--- config.mk ---
export PLATFORM = sky130hd
export DESIGN_NAME = muldiv_unit
export DESIGN_NICKNAME = d
export VERILOG_FILES = /design/src/rtl/muldiv_unit.sv
export SDC_FILE = /design/constraint.sdc
export NUM_CORES = 1
export LEC_CHECK = 0
export CORE_MARGIN = 3
export CORE_UTILIZATION = 38
export CTS_CLUSTER_SIZE = 24
export DETAILED_ROUTE_END_ITERATION = 10
export SETUP_SLACK_MARGIN = 0.2
export SYNTH_ARGS = -nofsm -noshare
export SYNTH_HDL_FRONTEND = slang
export SYNTH_SLANG_ARGS = --single-unit
--- constraint.sdc ---
create_clock -name clk -period 8.8 [get_ports clk]
set_input_delay 2.64 -clock clk [delete_from_list [all_inputs] [get_ports clk]]
set_output_delay 2.64 -clock clk [all_outputs]
set_load 0.02 [all_outputs]
--- src/rtl/muldiv_unit.sv ---
// muldiv_unit: iterative RV32M multiply/divide unit.
// A 32-cycle shift-add multiply or restoring divide runs on operand magnitudes.
// The sign correction is applied in a final FIX cycle.
// Define MULDIV_DIV_EN to build the divider. Without it, ops 100-111 complete
// with the same handshake and latency and return zero.
//
// Handshake: `start` is sampled only while `busy`=0. An accepted start holds
// `busy` high for 33 edges. `done` then pulses for exactly one cycle, with
// `result` valid. `result` holds its value until the next completion. A start
// presented in the `done` cycle is accepted, so operations can run back-to-back.
module muldiv_unit #(
    parameter int XLEN = 32
) (
    input  logic            clk,
    input  logic            rst,
    input  logic            start,
    input  logic [2:0]      op,
    input  logic [XLEN-1:0] rs1,
    input  logic [XLEN-1:0] rs2,
    output logic            busy,
    output logic            done,
    output logic [XLEN-1:0] result
);

    typedef enum logic [1:0] {IDLE, CALC, FIX} state_t;

    state_t          state, next_state;
    logic [4:0]      cnt;
    logic [2:0]      op_q;
    // hi/lo form the 64-bit product, or the remainder/quotient when dividing
    logic [XLEN-1:0] hi, lo;
    // the operand magnitude that is added (multiply) or subtracted (divide)
    logic [XLEN-1:0] addend;
    logic            neg_main;

    logic            sign_a, sign_b;
    logic [XLEN-1:0] mag_a, mag_b;
    logic [XLEN:0]   mul_sum;
    logic [2*XLEN-1:0] prod, prod_fix;
    logic [XLEN-1:0] fix_val;

`ifdef MULDIV_DIV_EN
    logic            neg_rem;
    logic [XLEN:0]   div_shift, div_diff;
`endif

    // Decode operand signedness from the incoming op and form magnitudes
    always_comb begin
        sign_a = 1'b0;
        sign_b = 1'b0;
        if (op[2]) begin
            // DIV and REM are signed; DIVU and REMU are unsigned
            sign_a = op[0] ? 1'b0 : rs1[XLEN-1];
            sign_b = op[0] ? 1'b0 : rs2[XLEN-1];
        end else begin
            // MULH: both signed, MULHSU: rs1 only, MUL/MULHU: neither
            sign_a = (op[1:0] == 2'b01 || op[1:0] == 2'b10) ? rs1[XLEN-1] : 1'b0;
            sign_b = (op[1:0] == 2'b01) ? rs2[XLEN-1] : 1'b0;
        end
        mag_a = sign_a ? -rs1 : rs1;
        mag_b = sign_b ? -rs2 : rs2;
    end

    // One iteration step for each datapath, plus the sign fix-up value
    always_comb begin
        mul_sum = {1'b0, hi} + (lo[0] ? {1'b0, addend} : {(XLEN+1){1'b0}});
`ifdef MULDIV_DIV_EN
        div_shift = {hi, lo[XLEN-1]};
        div_diff  = div_shift - {1'b0, addend};
`endif
        prod     = {hi, lo};
        prod_fix = neg_main ? -prod : prod;
        fix_val  = '0;
        if (!op_q[2]) begin
            fix_val = (op_q[1:0] == 2'b00) ? prod_fix[XLEN-1:0] : prod_fix[2*XLEN-1:XLEN];
        end
`ifdef MULDIV_DIV_EN
        else begin
            // remainder lives in hi, quotient in lo
            if (op_q[1]) fix_val = neg_rem ? -hi : hi;
            else         fix_val = neg_main ? -lo : lo;
        end
`endif
    end

    // State register
    always_ff @(posedge clk) begin
        if (!rst) state <= IDLE;
        else      state <= next_state;
    end

    // Next-state decode and busy flag
    always_comb begin
        next_state = state;
        busy       = (state != IDLE);
        case (state)
            IDLE:    if (start) next_state = CALC;
            CALC:    if (cnt == 5'd31) next_state = FIX;
            FIX:     next_state = IDLE;
            default: next_state = IDLE;
        endcase
    end

    // Operand capture, iteration datapath, and result/done registers
    always_ff @(posedge clk) begin
        if (!rst) begin
            cnt      <= '0;
            op_q     <= '0;
            hi       <= '0;
            lo       <= '0;
            addend   <= '0;
            neg_main <= 1'b0;
            result   <= '0;
            done     <= 1'b0;
`ifdef MULDIV_DIV_EN
            neg_rem  <= 1'b0;
`endif
        end else begin
            done <= 1'b0;
            case (state)
                IDLE: begin
                    if (start) begin
                        cnt  <= '0;
                        op_q <= op;
                        hi   <= '0;
                        if (op[2]) begin
                            lo     <= mag_a;
                            addend <= mag_b;
                            // a zero divisor yields all-ones quotient regardless of signs
                            neg_main <= (sign_a ^ sign_b) && (rs2 != '0);
                        end else begin
                            lo       <= mag_b;
                            addend   <= mag_a;
                            neg_main <= sign_a ^ sign_b;
                        end
`ifdef MULDIV_DIV_EN
                        neg_rem <= sign_a;
`endif
                    end
                end
                CALC: begin
                    cnt <= cnt + 5'd1;
                    if (!op_q[2]) begin
                        {hi, lo} <= {mul_sum, lo[XLEN-1:1]};
                    end
`ifdef MULDIV_DIV_EN
                    else if (!div_diff[XLEN]) begin
                        hi <= div_diff[XLEN-1:0];
                        lo <= {lo[XLEN-2:0], 1'b1};
                    end else begin
                        hi <= div_shift[XLEN-1:0];
                        lo <= {lo[XLEN-2:0], 1'b0};
                    end
`endif
                end
                FIX: begin
                    result <= fix_val;
                    done   <= 1'b1;
                end
                default: ;
            endcase
        end
    end

endmodule

==> metrics.txt, run 1 <==
placed insts=1,736; unrepaired setup endpoints after global routing=no; Max H-tree Level=4; # setup viols final=0; TritonCTS buffer count=17; diodes inserted=0; Cell Rows=59; Die X-Extent=170 µm; syn avg cell area=7.53 µm²; CP arrival=5690 ps; FF-to-FF End=hi[29]; compound-cell area share of the yosys netlist=0.279; post-synthesis simple-gate area fraction=0.229; largest cells by area after synthesis=dfxtp_1, xor2_1, nand2_1; post-CTS setup buffers=0; Post-synth ARST share=0; Max Transition Viols Final=0; CTS tree=yes; number of global-route vias before repair=9,527; DRC violations left=0; Worst EP required=9160 ps; GRT Util Overall=0.228; min-delay src=cnt[3]; period utilization=0.605; Top-Level Pins=104; largest family of logic cells by synthesized area=compound AO/OA/AOI/OAI gates; fin area=12,100 µm²; GPL Wtd Cong=0.896; Hold Buf Count CTS=0; Worst Setup End Kind=flip-flop; Netlist Area Pre-Place=10,300 µm²; clock slew at reported path FFs=70 ps; drt pass-1 iters=5; Avg Vias per Cell=5.73; worst r2r src=lo[0]; CORE AREA=26,300 µm²; top cell type by total area after synthesis=dfxtp_1; first-pass GRT wire length=52,700 µm; Finished Layout Cells=1,768; DP Area=11,500 µm²; Cells on Worst Hold Path=1; worst skew pair latency=440 ps; post-synthesis sequential area ratio=0.273; Final Hold Viols=0; CTS Root Cell=clkbuf_16; Startpoint Class=input port; fmax=0.188 GHz; CP Class=in2reg; run status=completed; Max-cap violations=0; most frequent cell after synthesis=nand2_1; Syn Inst Count=1,361; die area=29,000 µm²; area share of the largest cell type after synthesis=0.273; unique cell type count in the Yosys netlist=71; total of fill cells in the finished design=2,625; post-synthesis xor/xnor area fraction=0.119; global routing met2 resource utilization=0.330; crit path max fanout=7; share of layout cells above drive strength 1=0.0593; multiplexer share of the synthesized area=0.0117; Max transition margin=0.298; worst reg-to-reg setup slack=4700 ps; Warnings, synthesis=0; Total Neg Setup Slack=0 ps; #FFs+latches synth=140; initial DRC count=1,039; vias=10,100; Area growth syn-to-layout=17.9%; largest net degree at the start of global routing=88; synthesized-area fraction occupied by adder cells=0.0483; Avg WL per Cell=18.8 µm; Post-DP HPWL=25,300 µm; top cells by count, synth=nand2_1, dfxtp_1, o21ai_0, a21oi_1, nor2_1; Worst-Margin Slew=1050 ps; grt peak-use layer=met1; # port buffers=103; initial antenna violation count=0; Reg2Reg Depth=13; skew final=12.4 ps; post-CTS sizing=0; syn nets=1,470; die height=170 µm; dominant synthesized flop cell=dfxtp_1; final worst path period need=5320 ps; Leak=4.40 nW; final core utilization=0.460; drt total wl=33,300 µm; Clock Path Buffers=2; grt met1 use=0.351; Pwr Density=146 nW/µm²; grt ovf=0; Initial Utilization=0.390; Hold Path Sink=cnt[3]; number of enable flip-flop cells after synthesis=0; number of clock sinks=140; grt met3 use=0.0395; hold crit path type=reg2reg; antenna viol nets, final=0; maximum VDD drop=0.112 mV; nets@finish=1,529
-- cell usage in the layout, fill, tap and decap left out, types with 26 or more instances in the layout --
| master | count |
|---|---|
| o31ai_1 | 29 |
| nand2_1 | 174 |
| o21ai_0 | 120 |
| ha_1 | 38 |
| a22oi_1 | 30 |
| xor2_1 | 78 |
| and2_1 | 39 |
| xnor2_1 | 61 |
| nor2_1 | 98 |
| inv_1 | 26 |
| o211ai_1 | 28 |
| a21oi_1 | 112 |
| clkdlybuf4s50_1 | 102 |
| nand3_1 | 33 |
| dfxtp_1 | 139 |
-- through the flow --
stage / worst slack, ps / hold WS (ps) / power, W
after CTS: 3520 / 448 / 0.00177
after floorplan: 3800 / 415 / 0.000943
after global routing: 3300 / 468 / 0.00184
final: 3480 / 448 / 0.00177
after detailed placement: 3060 / 437 / 0.00108
after global placement: 3110 / 435 / 0.00108
-- power breakdown --
group | leakage [nW] | total [W] | switching, W | internal (W)
combinational | 3.00 | 0.000364 | 0.000221 | 0.000144
clock | 0.257 | 0.000691 | 0.000321 | 0.000371
sequential | 1.14 | 0.000710 | 0.0000466 | 0.000663
total | 4.40 | 0.00177 | 0.000588 | 0.00118
-- flip-flops by register name, indices dropped and copies added (netlist names) --
name and flops:
addend 32, cnt 5, done 1, hi 32, lo 32, neg_main 1, op_q 3, result 32
state 2
-- worst max-delay path by stage --
stage	from	to	slack, ps
floorplan	rs1[0]	lo[28]	3800
global placement	rs1[0]	lo[28]	3110
detailed placement	rs1[0]	lo[28]	3060
CTS	rs1[0]	lo[28]	3520
global route	rs2[0]	lo[30]	3300
finish	rs1[0]	lo[30]	3480
-- layout make-up --
class,count,area (µm²),area share
Multi-Input combinational cell,1112,7050,0.583
Sequential cell,140,2800,0.232
Timing Repair Buffer,121,1160,0.0960
Clock buffer,18,429,0.0355
Tap cell,335,419,0.0347
Clock inverter,14,124,0.0102
Inverter,28,105,0.00869
-- logic make-up (layout without fill, tap and decap cells) --
family                     after synthesis  count (layout)
muxes                                   12              12
buffers and inverters                  109             181
xor gates and xnor gates               139             139
and+or+nand+nor                        475             475
DFF                                    140             140
adders and majority gates               39              39
AOI/OAI and AO/OA                      447             447
-- critical path, cell delays in order --
cell             delay [ps]
clkdlybuf4s50_1         500
inv_1                   100
ha_1                    150
or3b_2                  490
or3_1                   450
nor3_2                  130
or4b_4                  510
o31ai_2                 250
xnor2_1                 180
a31oi_1                 120
a21oi_1                 160
-- routing by layer --
layer	part of all wire	up-vias
li1	-	5096
met5	0	-
met3	0.066	31
met2	0.41	348
met4	0.012	0
met1	0.51	4648
No activity file was read; power rests on OpenSTA's default activity.
==> inputs of run 2 (changes only) <==
- clock period: 8.8 -> 5.1 ns (I/O delays scaled with it)
==> run 2 against run 1 <==
Net effect:
- final cell count grew 0.23%
- register-to-register slack lost 3000 ps
- die area is the same
- critical path type unchanged
- via count grew 0.79%
==> metrics.txt, run 2 (synthesized netlist as in run 1, its figures left out) <==
vias=10,200 (+0.79%); Top-Level Pins=104 (unchanged); CP arrival=4540 ps (-1150 ps); Worst-Margin Slew=902 ps (-150 ps); Max Transition Viols Final=0 (unchanged); Worst EP required=5460 ps (-3700 ps); Avg Vias per Cell=5.76 (+0.56%); nets@finish=1,533 (+0.26%); CTS Root Cell=clkbuf_16; CP Class=in2reg; Total Neg Setup Slack=0 ps (unchanged); # setup viols final=0 (unchanged); number of global-route vias before repair=9,369 (-1.7%); Pwr Density=253 nW/µm² (+73%); final worst path period need=4180 ps; GRT Util Overall=0.224 (-0.00454); unrepaired setup endpoints after global routing=no; grt ovf=0 (unchanged); post-CTS sizing=0 (unchanged); commonest non-fill, non-tap cells in the layout=nand2_1, dfxtp_1, o21ai_0; period utilization=0.820; Max H-tree Level=4 (unchanged); die height=170 µm (unchanged); antenna viol nets, final=0 (unchanged); number of clock sinks=140 (unchanged); worst skew pair latency=430 ps (about the same); diodes inserted=0 (unchanged); Post-DP HPWL=25,500 µm (+0.99%); Max transition margin=0.395 (+0.0968); hold crit path type=reg2reg; Final Hold Viols=0 (unchanged); fmax=0.239 GHz; GPL Wtd Cong=0.872 (-2.7%); die area=29,000 µm² (unchanged); first-pass GRT wire length=52,000 µm (-1.3%); initial antenna violation count=0 (unchanged); maximum VDD drop=0.234 mV (+110%); Die X-Extent=170 µm (unchanged); Cell Rows=59 (unchanged); Initial Utilization=0.390 (unchanged); skew final=15.2 ps (+2.73 ps); run status=completed; DP Area=11,600 µm² (+0.26%); share of layout cells above drive strength 1=0.0626 (+0.00331); Leak=4.44 nW (+1.1%); DRC violations left=0 (unchanged); commonest non-fill, non-tap cell in the layout=nand2_1; Startpoint Class=input port; TritonCTS buffer count=17 (unchanged); clock slew at reported path FFs=70 ps (about the same); # port buffers=103 (unchanged); fin area=12,100 µm² (+0.35%); largest net degree at the start of global routing=68 (-23%); Area growth syn-to-layout=18.3%; initial DRC count=874 (-16%); CTS tree=yes; Avg WL per Cell=18.4 µm (-2.1%); crit path max fanout=7 (unchanged); Worst Setup End Kind=flip-flop; Max-cap violations=0 (unchanged); CORE AREA=26,300 µm² (unchanged); post-CTS setup buffers=0 (unchanged); Hold Buf Count CTS=0 (unchanged); drt total wl=32,600 µm (-1.9%); Clock Path Buffers=2 (unchanged); drt pass-1 iters=5 (unchanged)
==> run 2: cell count changes in the layout (fill, tap and decap cells not counted) <==
cell,before,now
inv_8,3,5
buf_4,18,22
inv_6,6,8
clkinv_2,0,1
clkinvlp_4,5,0
clkbuf_1,1,0
clkinv_4,0,1
==> run 2: final cells by class <==
| cell class | count | area [µm²] |
|---|---|---|
| Fill cell | 2673 | 14100 |
| Timing Repair Buffer | 125 | 1190 |
| Inverter | 28 | 105 |
| Clock inverter | 15 | 140 |
| Tap cell | 335 | 419 |
| Clock buffer | 17 | 425 |
| Multi-Input combinational cell | 1112 | 7050 |
| Sequential cell | 140 | 2800 |
==> run 2: report_power, final <==
| group | switching, W | internal, W | total, W |
|---|---|---|---|
| clock network | 0.000565 | 0.000651 | 0.00122 |
| registers | 0.0000815 | 0.00114 | 0.00123 |
| logic | 0.000375 | 0.000249 | 0.000624 |
==> run 2: worst paths after layout <==
check | end | start | cells past startpoint | slack [ps]
worst min register to register | cnt[3] | cnt[3] | 1 | 450
worst min-delay path | cnt[3] | cnt[3] | 1 | 450
worst max-delay path | lo[30] | rs1[0] | 11 | 920
worst max register to register | hi[31] | lo[0] | 13 | 1660
==> run 2: layer usage <==
layer	up-vias	track usage	wire (µm)
li1	5090	-	-
met1	4692	0.342	16400
met2	390	0.327	13400
met3	31	0.0344	2440
met4	0	0.0547	441
met5	-	0	0
==> run 2: critical path: stages <==
cell	delay, ps
clkdlybuf4s50_1	500
inv_1	100
ha_1	160
or3b_2	490
or3_1	450
nor3_2	130
or4b_4	510
o31ai_2	250
xnor2_1	170
a31oi_1	110
a21oi_1	150
==> run 2: stage by stage <==
step / cells / hold WS, ps / util / setup WS, ps / total power [W]
floorplan: 1361 / 415 / - / 1210 / 0.00163
global placement: 1740 / 435 / 0.440 / 517 / 0.00186
detailed placement: 1740 / 442 / 0.440 / 493 / 0.00187
CTS: 1772 / 450 / 0.462 / 945 / 0.00307
global route: 1772 / 473 / 0.462 / 703 / 0.00321
finish: 1772 / 449 / 0.462 / 921 / 0.00307
==> inputs of run 3 (changes only) <==
- clock period: 5.1 -> 3.8 ns (I/O delays scaled with it)
==> run 3 against run 2 <==
Net effect:
- core utilization is 2.5 points higher
- via count is 3.8% higher
- total power is 37% higher
- global-route usage is 0.65 points higher
- critical endpoint is now addend[28]
- final area is 5.4% higher
- sequential share of layout area is 1.2 points lower
==> metrics.txt, run 3 (synthesized netlist as in run 1, its figures left out) <==
Die X-Extent=170 µm (unchanged); skew final=10.4 ps (-4.81 ps); hold crit path type=reg2reg; final critical-path setup slack=291 ps (-629 ps); maximum VDD drop=0.251 mV (+7.4%); CORE AREA=26,300 µm² (unchanged); nets@finish=1,605 (+4.7%); register area=2800 µm² (unchanged); DRC violations left=0 (unchanged); Setup crit start=rs2[6]; first-pass GRT wire length=53,400 µm (+2.7%); final worst path period need=3510 ps; share of layout cells above drive strength 1=0.114 (+0.0514); number of global-route vias before repair=9,740 (+4.0%); commonest non-fill, non-tap cells in the layout=nand2_1, dfxtp_1, o21ai_0; FF-to-FF End=result[31]; Worst EP required=4100 ps (-1360 ps); CTS tree=yes; Critical Path End=addend[28]; TritonCTS buffer count=17 (unchanged); Pwr Density=329 nW/µm² (+30%); Area growth syn-to-layout=24.6%; run status=completed; DP Area=12,100 µm² (+4.9%); Post-DP HPWL=26,600 µm (+4.1%); final core utilization=0.486 (+0.0248); pre-CTS setup slack=-250 ps (-743 ps); grt ovf=0 (unchanged); Max transition margin=0.324 (-0.0712); CP arrival=3810 ps (-730 ps); unrepaired setup endpoints after global routing=yes; Avg Vias per Cell=5.74 (-0.30%); Cells on Worst Hold Path=2 (+1); multi-input logic area=7110 µm² (+0.92%); clock slew at reported path FFs=70 ps (about the same); # setup viols final=0 (unchanged); Final Hold Viols=0 (unchanged); period utilization=0.923; Max Transition Viols Final=0 (unchanged); GPL Wtd Cong=0.945 (+8.3%); CTS Root Cell=clkbuf_16; Leak=4.87 nW (+9.5%); # port buffers=103 (unchanged); worst reg-to-reg setup slack=400 ps (-1260 ps); GRT Util Overall=0.230 (+0.00654); antenna viol nets, final=0 (unchanged); crit path max fanout=4 (-3); drt total wl=34,100 µm (+4.3%); largest net degree at the start of global routing=84 (+24%); Max H-tree Level=4 (unchanged); Startpoint Class=input port; Worst-Margin Slew=1010 ps (+113 ps); Hold Buf Count CTS=0 (unchanged); number of clock sinks=140 (unchanged); initial DRC count=1,082 (+24%); die area=29,000 µm² (unchanged); Initial Utilization=0.390 (unchanged); Avg WL per Cell=18.5 µm (+0.26%); commonest non-fill, non-tap cell in the layout=nand2_1; worst skew pair latency=440 ps (about the same); Cell Rows=59 (unchanged); worst r2r src=hi[0]; vias=10,600 (+3.8%); Top-Level Pins=104 (unchanged); Max-cap violations=0 (unchanged); Worst Setup End Kind=flip-flop; CP Class=in2reg; fmax=0.285 GHz; Clock Path Buffers=2 (unchanged); diodes inserted=0 (unchanged); drt pass-1 iters=5 (unchanged); Reg2Reg Depth=8 (-5); fin area=12,800 µm² (+5.4%); total of fill cells in the finished design=2,676 (+0.11%); die height=170 µm (unchanged); initial antenna violation count=0 (unchanged)
==> run 3: cell types whose count changed in the layout (fill, tap and decap cells not counted), moves of 2 or more <==
cell,delta
o31ai_2,-3
clkdlybuf4s50_1,-6
inv_1,-2
or3_4,+2
inv_2,+2
dlymetal6s2s_1,+6
buf_12,+2
o31ai_4,+3
buf_4,+70
or3_1,-2
==> run 3: per-stage QoR <==
stage	hold slack, ps	power (W)	std cells	TNS [ps]
final	447	0.00421	1844	0
after global routing	476	0.00439	1844	0
after CTS	447	0.00421	1844	0
after detailed placement	437	0.00257	1812	-3650
after global placement	434	0.00257	1812	-2080
after floorplan	415	0.00218	1361	0
==> run 3: what timing repair did <==
item | 4_1_cts | 5_1_grt
endpoints found under the setup margin | 0 | 15
resized for setup | 0 | 20
endpoints found under the hold margin | 0 | 0
setup buffers | 0 | 0
==> run 3: worst min path at each step <==
stage,endpoint,from
floorplan,cnt[3],cnt[3]
global placement,cnt[3],cnt[3]
detailed placement,cnt[3],cnt[3]
CTS,cnt[3],cnt[3]
global route,addend[8],addend[8]
finish,addend[11],addend[11]
==> run 3: area by class of cell <==
cell class	instances	share of cell area
Sequential cell	140	0.219
Timing Repair Buffer	197	0.139
Clock buffer	17	0.0333
Clock inverter	15	0.0114
Inverter	28	0.00822
Tap cell	335	0.0328
Multi-Input combinational cell	1112	0.556
==> run 3: where the power goes <==
| part | switching [W] | internal [W] |
|---|---|---|
| registers | 0.000101 | 0.00154 |
| clock network | 0.000773 | 0.000875 |
| logic | 0.000535 | 0.000389 |
| total | 0.00141 | 0.00280 |
==> run 3: critical path, cell delays in order <==
cell             delay [ps]
clkdlybuf4s50_1         420
or4_4                   580
or4_4                   530
or4_4                   540
o21ai_2                 140
xor2_1                  200
nand2_1                  70
o21ai_1                 110
o21ai_1                  80
==> run 3: per-layer routing <==
metal | routed length, µm | up-vias | GRT usage
li1 | - | 5244 | -
met1 | 17000 | 4904 | 0.351
met2 | 14400 | 407 | 0.341
met3 | 2240 | 31 | 0.0318
met4 | 426 | 0 | 0.0533
met5 | 0 | - | 0
